**config.mk**
```make
export PLATFORM = sky130hd
export DESIGN_NAME = fpdiv
export DESIGN_NICKNAME = d
export VERILOG_FILES = /design/src/rtl/fpdiv.sv
export SDC_FILE = /design/constraint.sdc
export NUM_CORES = 1
export LEC_CHECK = 0
export ABC_AREA = 1
export BUFFER_PORTS_ARGS = -buffer_cell sky130_fd_sc_hd__buf_2
export CAP_MARGIN = 20
export CELL_PAD_IN_SITES_DETAIL_PLACEMENT = 2
export CELL_PAD_IN_SITES_GLOBAL_PLACEMENT = 2
export CORE_ASPECT_RATIO = 0.75
export CORE_MARGIN = 3
export CORE_UTILIZATION = 30
export CTS_CLUSTER_SIZE = 28
export DETAILED_ROUTE_END_ITERATION = 12
export GPL_TIMING_DRIVEN = 0
export HOLD_SLACK_MARGIN = 0.02
export PLACE_DENSITY = 0.83
export RECOVER_POWER = 100
export SLEW_MARGIN = 25
export SYNTH_ARGS = -nofsm -noshare
export SYNTH_HDL_FRONTEND = slang
export SYNTH_SLANG_ARGS = --single-unit
```
**constraint.sdc**
```tcl
create_clock -name clk -period 2.3 [get_ports clk]
set_input_delay 0.575 -clock clk [delete_from_list [all_inputs] [get_ports clk]]
set_output_delay 0.575 -clock clk [all_outputs]
set_load 0.005 [all_outputs]
```
**src/rtl/fpdiv.sv**
```systemverilog
// rtl/fpdiv.sv - binary16 divider: unpack, 14-step restoring divide, RNE round
module fpdiv (
  input  logic        clk,
  input  logic        rst,
  input  logic        i_start,
  input  logic [15:0] i_a,
  input  logic [15:0] i_b,
  output logic [15:0] o_res,
  output logic        o_valid,
  output logic        o_busy,
  output logic        overflow,
  output logic        o_div_zero
);

  localparam logic [2:0] S_IDLE   = 3'd0;
  localparam logic [2:0] S_UNPACK = 3'd1;
  localparam logic [2:0] S_DIVIDE = 3'd2;
  localparam logic [2:0] S_ROUND  = 3'd3;
  localparam logic [2:0] S_DONE   = 3'd4;

  logic [2:0]         r_state;
  logic [15:0]        r_a;
  logic [15:0]        r_b;
  logic [10:0]        r_mb;
  logic [11:0]        r_rem;
  logic [13:0]        r_q;
  logic [3:0]         r_cnt;
  logic signed [6:0]  r_exp;

  logic [4:0]         w_ea, w_eb;
  logic [9:0]         w_fa, w_fb;
  logic               w_sign;
  logic               w_a_zero, w_b_zero, w_a_inf, w_b_inf, w_a_nan, w_b_nan;
  logic               w_special;
  logic [15:0]        w_spec_res;
  logic               w_spec_dz;
  logic               w_ge;
  logic [11:0]        w_rem_sub;
  logic [10:0]        w_mant;
  logic               w_guard, w_sticky, w_inc;
  logic signed [6:0]  w_e0, w_e1;
  logic [11:0]        w_sum;
  logic [10:0]        w_mant_r;
  logic [15:0]        w_rnd_res;
  logic               w_ovf;

  assign w_ea   = r_a[14:10];
  assign w_eb   = r_b[14:10];
  assign w_fa   = r_a[9:0];
  assign w_fb   = r_b[9:0];
  assign w_sign = r_a[15] ^ r_b[15];

  assign w_a_zero = (w_ea == 5'd0);
  assign w_b_zero = (w_eb == 5'd0);
  assign w_a_inf  = (w_ea == 5'd31) && (w_fa == 10'd0);
  assign w_b_inf  = (w_eb == 5'd31) && (w_fb == 10'd0);
  assign w_a_nan  = (w_ea == 5'd31) && (w_fa != 10'd0);
  assign w_b_nan  = (w_eb == 5'd31) && (w_fb != 10'd0);

  assign o_busy  = (r_state == S_UNPACK) || (r_state == S_DIVIDE) || (r_state == S_ROUND);
  assign o_valid = (r_state == S_DONE);

  // Special-operand decode in priority order; subnormals already count as zero
  always_comb begin
    w_special  = 1'b1;
    w_spec_res = 16'h7E00;
    w_spec_dz  = 1'b0;
    if (w_a_nan || w_b_nan || (w_a_zero && w_b_zero) || (w_a_inf && w_b_inf)) begin
      w_spec_res = 16'h7E00;
    end else if (w_a_inf) begin
      w_spec_res = {w_sign, 5'h1F, 10'h000};
    end else if (w_b_inf || w_a_zero) begin
      w_spec_res = {w_sign, 15'h0000};
    end else if (w_b_zero) begin
      w_spec_res = {w_sign, 5'h1F, 10'h000};
      w_spec_dz  = 1'b1;
    end else begin
      w_special  = 1'b0;
    end
  end

  // One restoring-division step: trial subtract of the divisor from the remainder
  always_comb begin
    w_ge      = (r_rem >= {1'b0, r_mb});
    w_rem_sub = w_ge ? (r_rem - {1'b0, r_mb}) : r_rem;
  end

  // Normalise the 14-bit quotient, round to nearest even, then range-check the exponent
  always_comb begin
    if (r_q[13]) begin
      w_mant   = r_q[13:3];
      w_guard  = r_q[2];
      w_sticky = (|r_q[1:0]) | (|r_rem);
      w_e0     = r_exp;
    end else begin
      w_mant   = r_q[12:2];
      w_guard  = r_q[1];
      w_sticky = r_q[0] | (|r_rem);
      w_e0     = r_exp - 7'sd1;
    end
    w_inc = w_guard & (w_sticky | w_mant[0]);
    w_sum = {1'b0, w_mant} + {11'd0, w_inc};
    if (w_sum[11]) begin
      w_mant_r = w_sum[11:1];
      w_e1     = w_e0 + 7'sd1;
    end else begin
      w_mant_r = w_sum[10:0];
      w_e1     = w_e0;
    end
    w_ovf = 1'b0;
    if (w_e1 >= 7'sd31) begin
      w_rnd_res = {w_sign, 5'h1F, 10'h000};
      w_ovf     = 1'b1;
    end else if (w_e1 <= 7'sd0) begin
      w_rnd_res = {w_sign, 15'h0000};
    end else begin
      w_rnd_res = {w_sign, w_e1[4:0], w_mant_r[9:0]};
    end
  end

  // Control FSM plus datapath registers; results and flags load on entry to DONE
  always_ff @(posedge clk or negedge rst) begin
    if (!rst) begin
      r_state    <= S_IDLE;
      r_a        <= 16'd0;
      r_b        <= 16'd0;
      r_mb       <= 11'd0;
      r_rem      <= 12'd0;
      r_q        <= 14'd0;
      r_cnt      <= 4'd0;
      r_exp      <= 7'sd0;
      o_res      <= 16'd0;
      overflow   <= 1'b0;
      o_div_zero <= 1'b0;
    end else begin
      case (r_state)
        S_IDLE, S_DONE: begin
          if (i_start) begin
            r_a     <= i_a;
            r_b     <= i_b;
            r_state <= S_UNPACK;
          end else begin
            r_state <= S_IDLE;
          end
        end
        S_UNPACK: begin
          if (w_special) begin
            o_res      <= w_spec_res;
            overflow   <= 1'b0;
            o_div_zero <= w_spec_dz;
            r_state    <= S_DONE;
          end else begin
            r_rem   <= {2'b01, w_fa};
            r_mb    <= {1'b1, w_fb};
            r_exp   <= $signed({2'b00, w_ea}) - $signed({2'b00, w_eb}) + 7'sd15;
            r_q     <= 14'd0;
            r_cnt   <= 4'd0;
            r_state <= S_DIVIDE;
          end
        end
        S_DIVIDE: begin
          r_q   <= {r_q[12:0], w_ge};
          r_rem <= {w_rem_sub[10:0], 1'b0};
          r_cnt <= r_cnt + 4'd1;
          if (r_cnt == 4'd13) r_state <= S_ROUND;
        end
        S_ROUND: begin
          o_res      <= w_rnd_res;
          overflow   <= w_ovf;
          o_div_zero <= 1'b0;
          r_state    <= S_DONE;
        end
        default: r_state <= S_IDLE;
      endcase
    end
  end

endmodule

```
==> summary.md <==
| Metric | Value |
|---|---|
| Status | `finished, violations left` |
| Failing checks | `setup timing` |
| Power Density | `around 1700 nW/um^2` |
| Design Area, Final | `roughly 8200 um^2` |
| Primary FF master, synth | `dfrtp_1` |
| Hold WC Path Type | `in -> reg` |
| Core Region | `19600 um^2` |
| Post-Synth Adder-Cell Area | `5.198%` |
| Hold endpoint | `r_a[14]$_DFFE_PN0P_` |
| Layout cells sized above 1 | `33.41%` |
| DIE AREA | `21980 um^2` |
| Initial core utilization | `30.95%` |
| DR iter-0 viols | `about 340` |
| Clk Latency, worst-skew pair | `~0.39 ns` |
| Largest family of logic cells by synthesized area | `simple AND/OR/NAND/NOR gates` |
| Drt via density | `5.244` |
| Fmax achieved | `a little under 0.4 GHz` |
| Synth unique cells | `44` |
| DRC violations left | `0` |
| Fill cell count | `2211` |
| Core Util, Final | `41.92%` |
| Final worst slack | `-0.2854 ns` |
| WHS | `0.4222 ns` |
| CP endpoint kind | `flop` |
| DRT Pass-1 Iters | `4` |
| First-pass GRT wire length | `33930 um` |
| Unrepaired setup endpoints after global routing | `yes` |
| Fraction of the mapped netlist area in compound gates | `14.25%` |
| Final setup fails | `49` |
| Family with the most delay on the worst path | `simple AND/OR/NAND/NOR gates` |
| DP Area | `between 6000 and 7000 um^2` |
| FFs w/ async S/R, synth | `100.0%` |
| VDD IR max | `~0.0006 V` |
| # clock sinks | `between 100 and 150` |
| Detailed Place HPWL | `14560 um` |
| Syn Std Cell Area | `6066 um^2` |
| Placed insts | `1088` |
| Post-Synth Simple-Gate Area | `25.06%` |
| Clock skew | `about 0.017 ns` |
| Reg2Reg Depth | `14` |
| Flop2flop setup slack | `-0.29 ns` |
| Hold_sp | `i_a[14]` |
| Crit-path cells | `buf_6 -> clkbuf_16 -> o21ai_4 -> nand2_2 -> nor2_4 -> nand3_4 -> nand2_1 -> a21boi_2 -> nand3_2 -> nand2_4 -> nand3_4 -> nand2_4 -> nor2_1 -> nor2_1` |
| Register area share after synthesis | `41.67%` |
| WP buf/inv | `2` |
| Crit path max-delay cell type | `dfrtp_1` |
| Synth Area in XOR/XNOR | `around 3.5%` |
| Crit path time final | `2.585 ns` |
| DIE HEIGHT | `129.1 um` |
| Seq cells post-synth | `101` |
| IO buf count | `54` |
| GP Congestion | `a little under 0.8` |
| Number of diodes | `0` |
| Via count | `slightly above 6000` |
| Period utilisation layout | `112.4%` |
| Initial antenna violation count | `0` |
| Chip Width | `170.2 um` |
| P&R area growth vs syn | `35.46%` |
| Number of enable flip-flop cells after synthesis | `0` |
| Post-synthesis mux area share | `1.300%` |
| Root Buffer | `clkbuf_16` |
| Mapped Cells | `780` |
| Pleak | `3.876 nW` |
| Gr ovfl total | `0` |
| Worst-path clk slew | `0.08 ns` |
| Syn Area/Cell | `7.777 um^2` |
| Critical path arrival | `approximately 2.9 ns` |
| Least-Margin Pin Slew | `1.235 ns` |
| MaxCap Viol Count | `0` |
| GRT Util Overall | `19.60%` |
| Finished Layout Cells | `roughly 1200` |
| Wire per inst | `23.29 um` |
| Power consumption | `13.98 mW` |
| Net Count, Synth | `839` |
| Nets | `between 900 and 1000` |
| CP peak stage delay | `0.40 ns` |
| Clock buffer depth | `2` |
| I/O pin cnt | `55` |
| YS warnings | `0` |
| Core Rows | `44` |
| Worst Path Class, Setup | `reg -> reg` |
| Num CTS Buffers | `9` |
| Largest net degree at the start of global routing | `61` |
| Pre-CTS WS | `-0.6156 ns` |
| Setup TNS | `-7.363 ns` |
| Final slew viol count | `0` |
| Worst Path Required | `2.60 ns` |
| Slew margin rel. | `around 18%` |
| Hold Path Depth | `2` |
| Crit Reg-Reg Endpoint | `o_res[11]$_DFFE_PN0P_` |
| DRT antenna net count | `0` |
| H-tree lvl count | `3` |
| Hold Violations, Final | `0` |
| Crit Path Max Fanout | `8` |
| TritonCTS clock tree | `done` |
| WL final | `27010 um` |
| CP startpoint kind | `flop` |
| Vias in the first global route | `just over 6000` |
| CTS Hold Bufs | `0` |
| Reg2reg start | `r_q[13]$_DFFE_PN0P_` |
==> metal layers <==
metal	global-route usage [%]	vias to the layer above	share of wire, %
met5	0	-	0
met4	3.910	0	3.4
met3	2.867	48	2.8
met2	32.87	136	50
met1	27.24	3131	44
li1	-	2768	-
==> worst max-delay path by stage <==
stage,from,to,slack (ns),depth (start not counted)
global placement,rst,r_a[14]$_DFFE_PN0P_,-0.61,1
global route,r_rem[2]$_DFFE_PN0P_,r_rem[1]$_DFFE_PN0P_,-0.40,13
detailed placement,r_rem[0]$_DFFE_PN0P_,r_rem[10]$_DFFE_PN0P_,-0.62,15
floorplan,r_mb[0]$_DFFE_PN0P_,r_rem[10]$_DFFE_PN0P_,0.006,14
CTS,r_rem[0]$_DFFE_PN0P_,r_rem[7]$_DFFE_PN0P_,-0.09,16
finish,r_q[13]$_DFFE_PN0P_,o_res[11]$_DFFE_PN0P_,-0.29,14
==> synthesized netlist by cell type, types with 2 or more instances <==
| library cell | number | share of area, % |
|---|---|---|
| nand2_1 | 154 | 9.5 |
| inv_1 | 103 | 6.4 |
| dfrtp_1 | 101 | 42 |
| nor2_1 | 76 | 4.7 |
| o21ai_0 | 68 | 5.6 |
| a21oi_1 | 52 | 4.3 |
| nand3_1 | 37 | 3.1 |
| ha_1 | 22 | 4.5 |
| nand2_2 | 18 | 1.9 |
| o22ai_1 | 17 | 1.8 |
| xor2_1 | 17 | 2.5 |
| clkbuf_1 | 13 | 0.80 |
| nand4_1 | 8 | 0.83 |
| nor3_1 | 8 | 0.66 |
| o21ai_1 | 8 | 0.66 |
| mux2_2 | 7 | 1.3 |
| xnor2_1 | 7 | 1.0 |
| buf_2 | 6 | 0.50 |
| inv_2 | 6 | 0.37 |
| nor2_2 | 5 | 0.52 |
| buf_6 | 4 | 0.74 |
| nand3_2 | 4 | 0.66 |
| a31oi_1 | 3 | 0.31 |
| nand3b_1 | 3 | 0.37 |
| o211ai_1 | 3 | 0.37 |
| o21ai_2 | 3 | 0.43 |
| or2_2 | 3 | 0.31 |
| fa_1 | 2 | 0.66 |
| inv_4 | 2 | 0.21 |
| nand2_4 | 2 | 0.37 |
| nand3_4 | 2 | 0.58 |
| nor2_4 | 2 | 0.37 |
| nor2_8 | 2 | 0.66 |
| nor4_1 | 2 | 0.21 |
==> layout make-up <==
class	count	area, um^2	share of cell area (%)
Clock buffer	9	225.2	2.741
Clock inverter	7	73.82	0.8984
Multi-Input combinational cell	544	3680	44.78
Timing Repair inverter	1	7.507	0.09137
Timing Repair Buffer	110	735.7	8.954
Buffer	23	202.7	2.467
Sequential cell	101	2529	30.78
Inverter	112	446.7	5.436
Tap cell	253	316.6	3.853
==> power breakdown <==
part	switching [mW]	internal, mW	total, mW
Clock	0.889	0.774	1.66
Sequential	0.591	2.51	3.10
Combinational	5.86	3.35	9.21
Total	7.34	6.64	14.0
==> cell usage in the layout (no fill, tap or decap), drive strengths merged <==
cell type / Yosys / routed
a21boi: 2 / 2
a21o: 1 / 1
a21oi: 52 / 52
a31oi: 3 / 3
and2: 1 / 1
buf: 10 / 108
clkbuf: 13 / 34
clkinv: 1 / 4
clkinvlp: 0 / 2
dfrtp: 101 / 101
fa: 2 / 2
ha: 22 / 22
inv: 111 / 114
mux2: 7 / 7
nand2: 174 / 174
nand3: 43 / 43
nand3b: 3 / 3
nand4: 8 / 8
nor2: 85 / 85
nor3: 9 / 9
nor3b: 1 / 1
nor4: 2 / 2
o211ai: 3 / 3
o21ai: 79 / 79
o21bai: 1 / 1
o22a: 1 / 1
o22ai: 17 / 17
o31ai: 1 / 1
or2: 3 / 3
xnor2: 7 / 7
xor2: 17 / 17
==> worst reg2reg max path, stage by stage, from the launching register on <==
cell and delay, ns:
dfrtp_1 0.40, buf_6 0.16, clkbuf_16 0.17, o21ai_4 0.16
nand2_2 0.09, nor2_4 0.23, nand3_4 0.21, nand2_1 0.18
a21boi_2 0.24, nand3_2 0.12, nand2_4 0.12, nand3_4 0.11
nand2_4 0.11, nor2_1 0.06, nor2_1 0.15
==> what timing repair did <==
item / in CTS / in global routing
setup endpoints to repair: 65 / 67
setup buffers: 21 / 30
cloned: 2 / 3
resized for setup: 116 / 135
pin swaps: 21 / 35
==> logic make-up after synthesis <==
| kind of cell | Yosys count |
|---|---|
| DFF | 101 |
| xor gates and xnor gates | 24 |
| AOI/OAI and AO/OA | 160 |
| and+or+nand+nor | 329 |
| adders and majority gates | 24 |
| muxes | 7 |
| buffers and inverters | 135 |
==> registers in the layout (all words and copies together) (netlist names) <==
name	cells
r_exp	7
o_div_zero	1
o_res	16
r_state	3
r_mb	11
r_b	16
overflow	1
r_a	16
r_rem	12
r_cnt	4
r_q	14
Note: power is estimated with default switching activity, not from simulation.
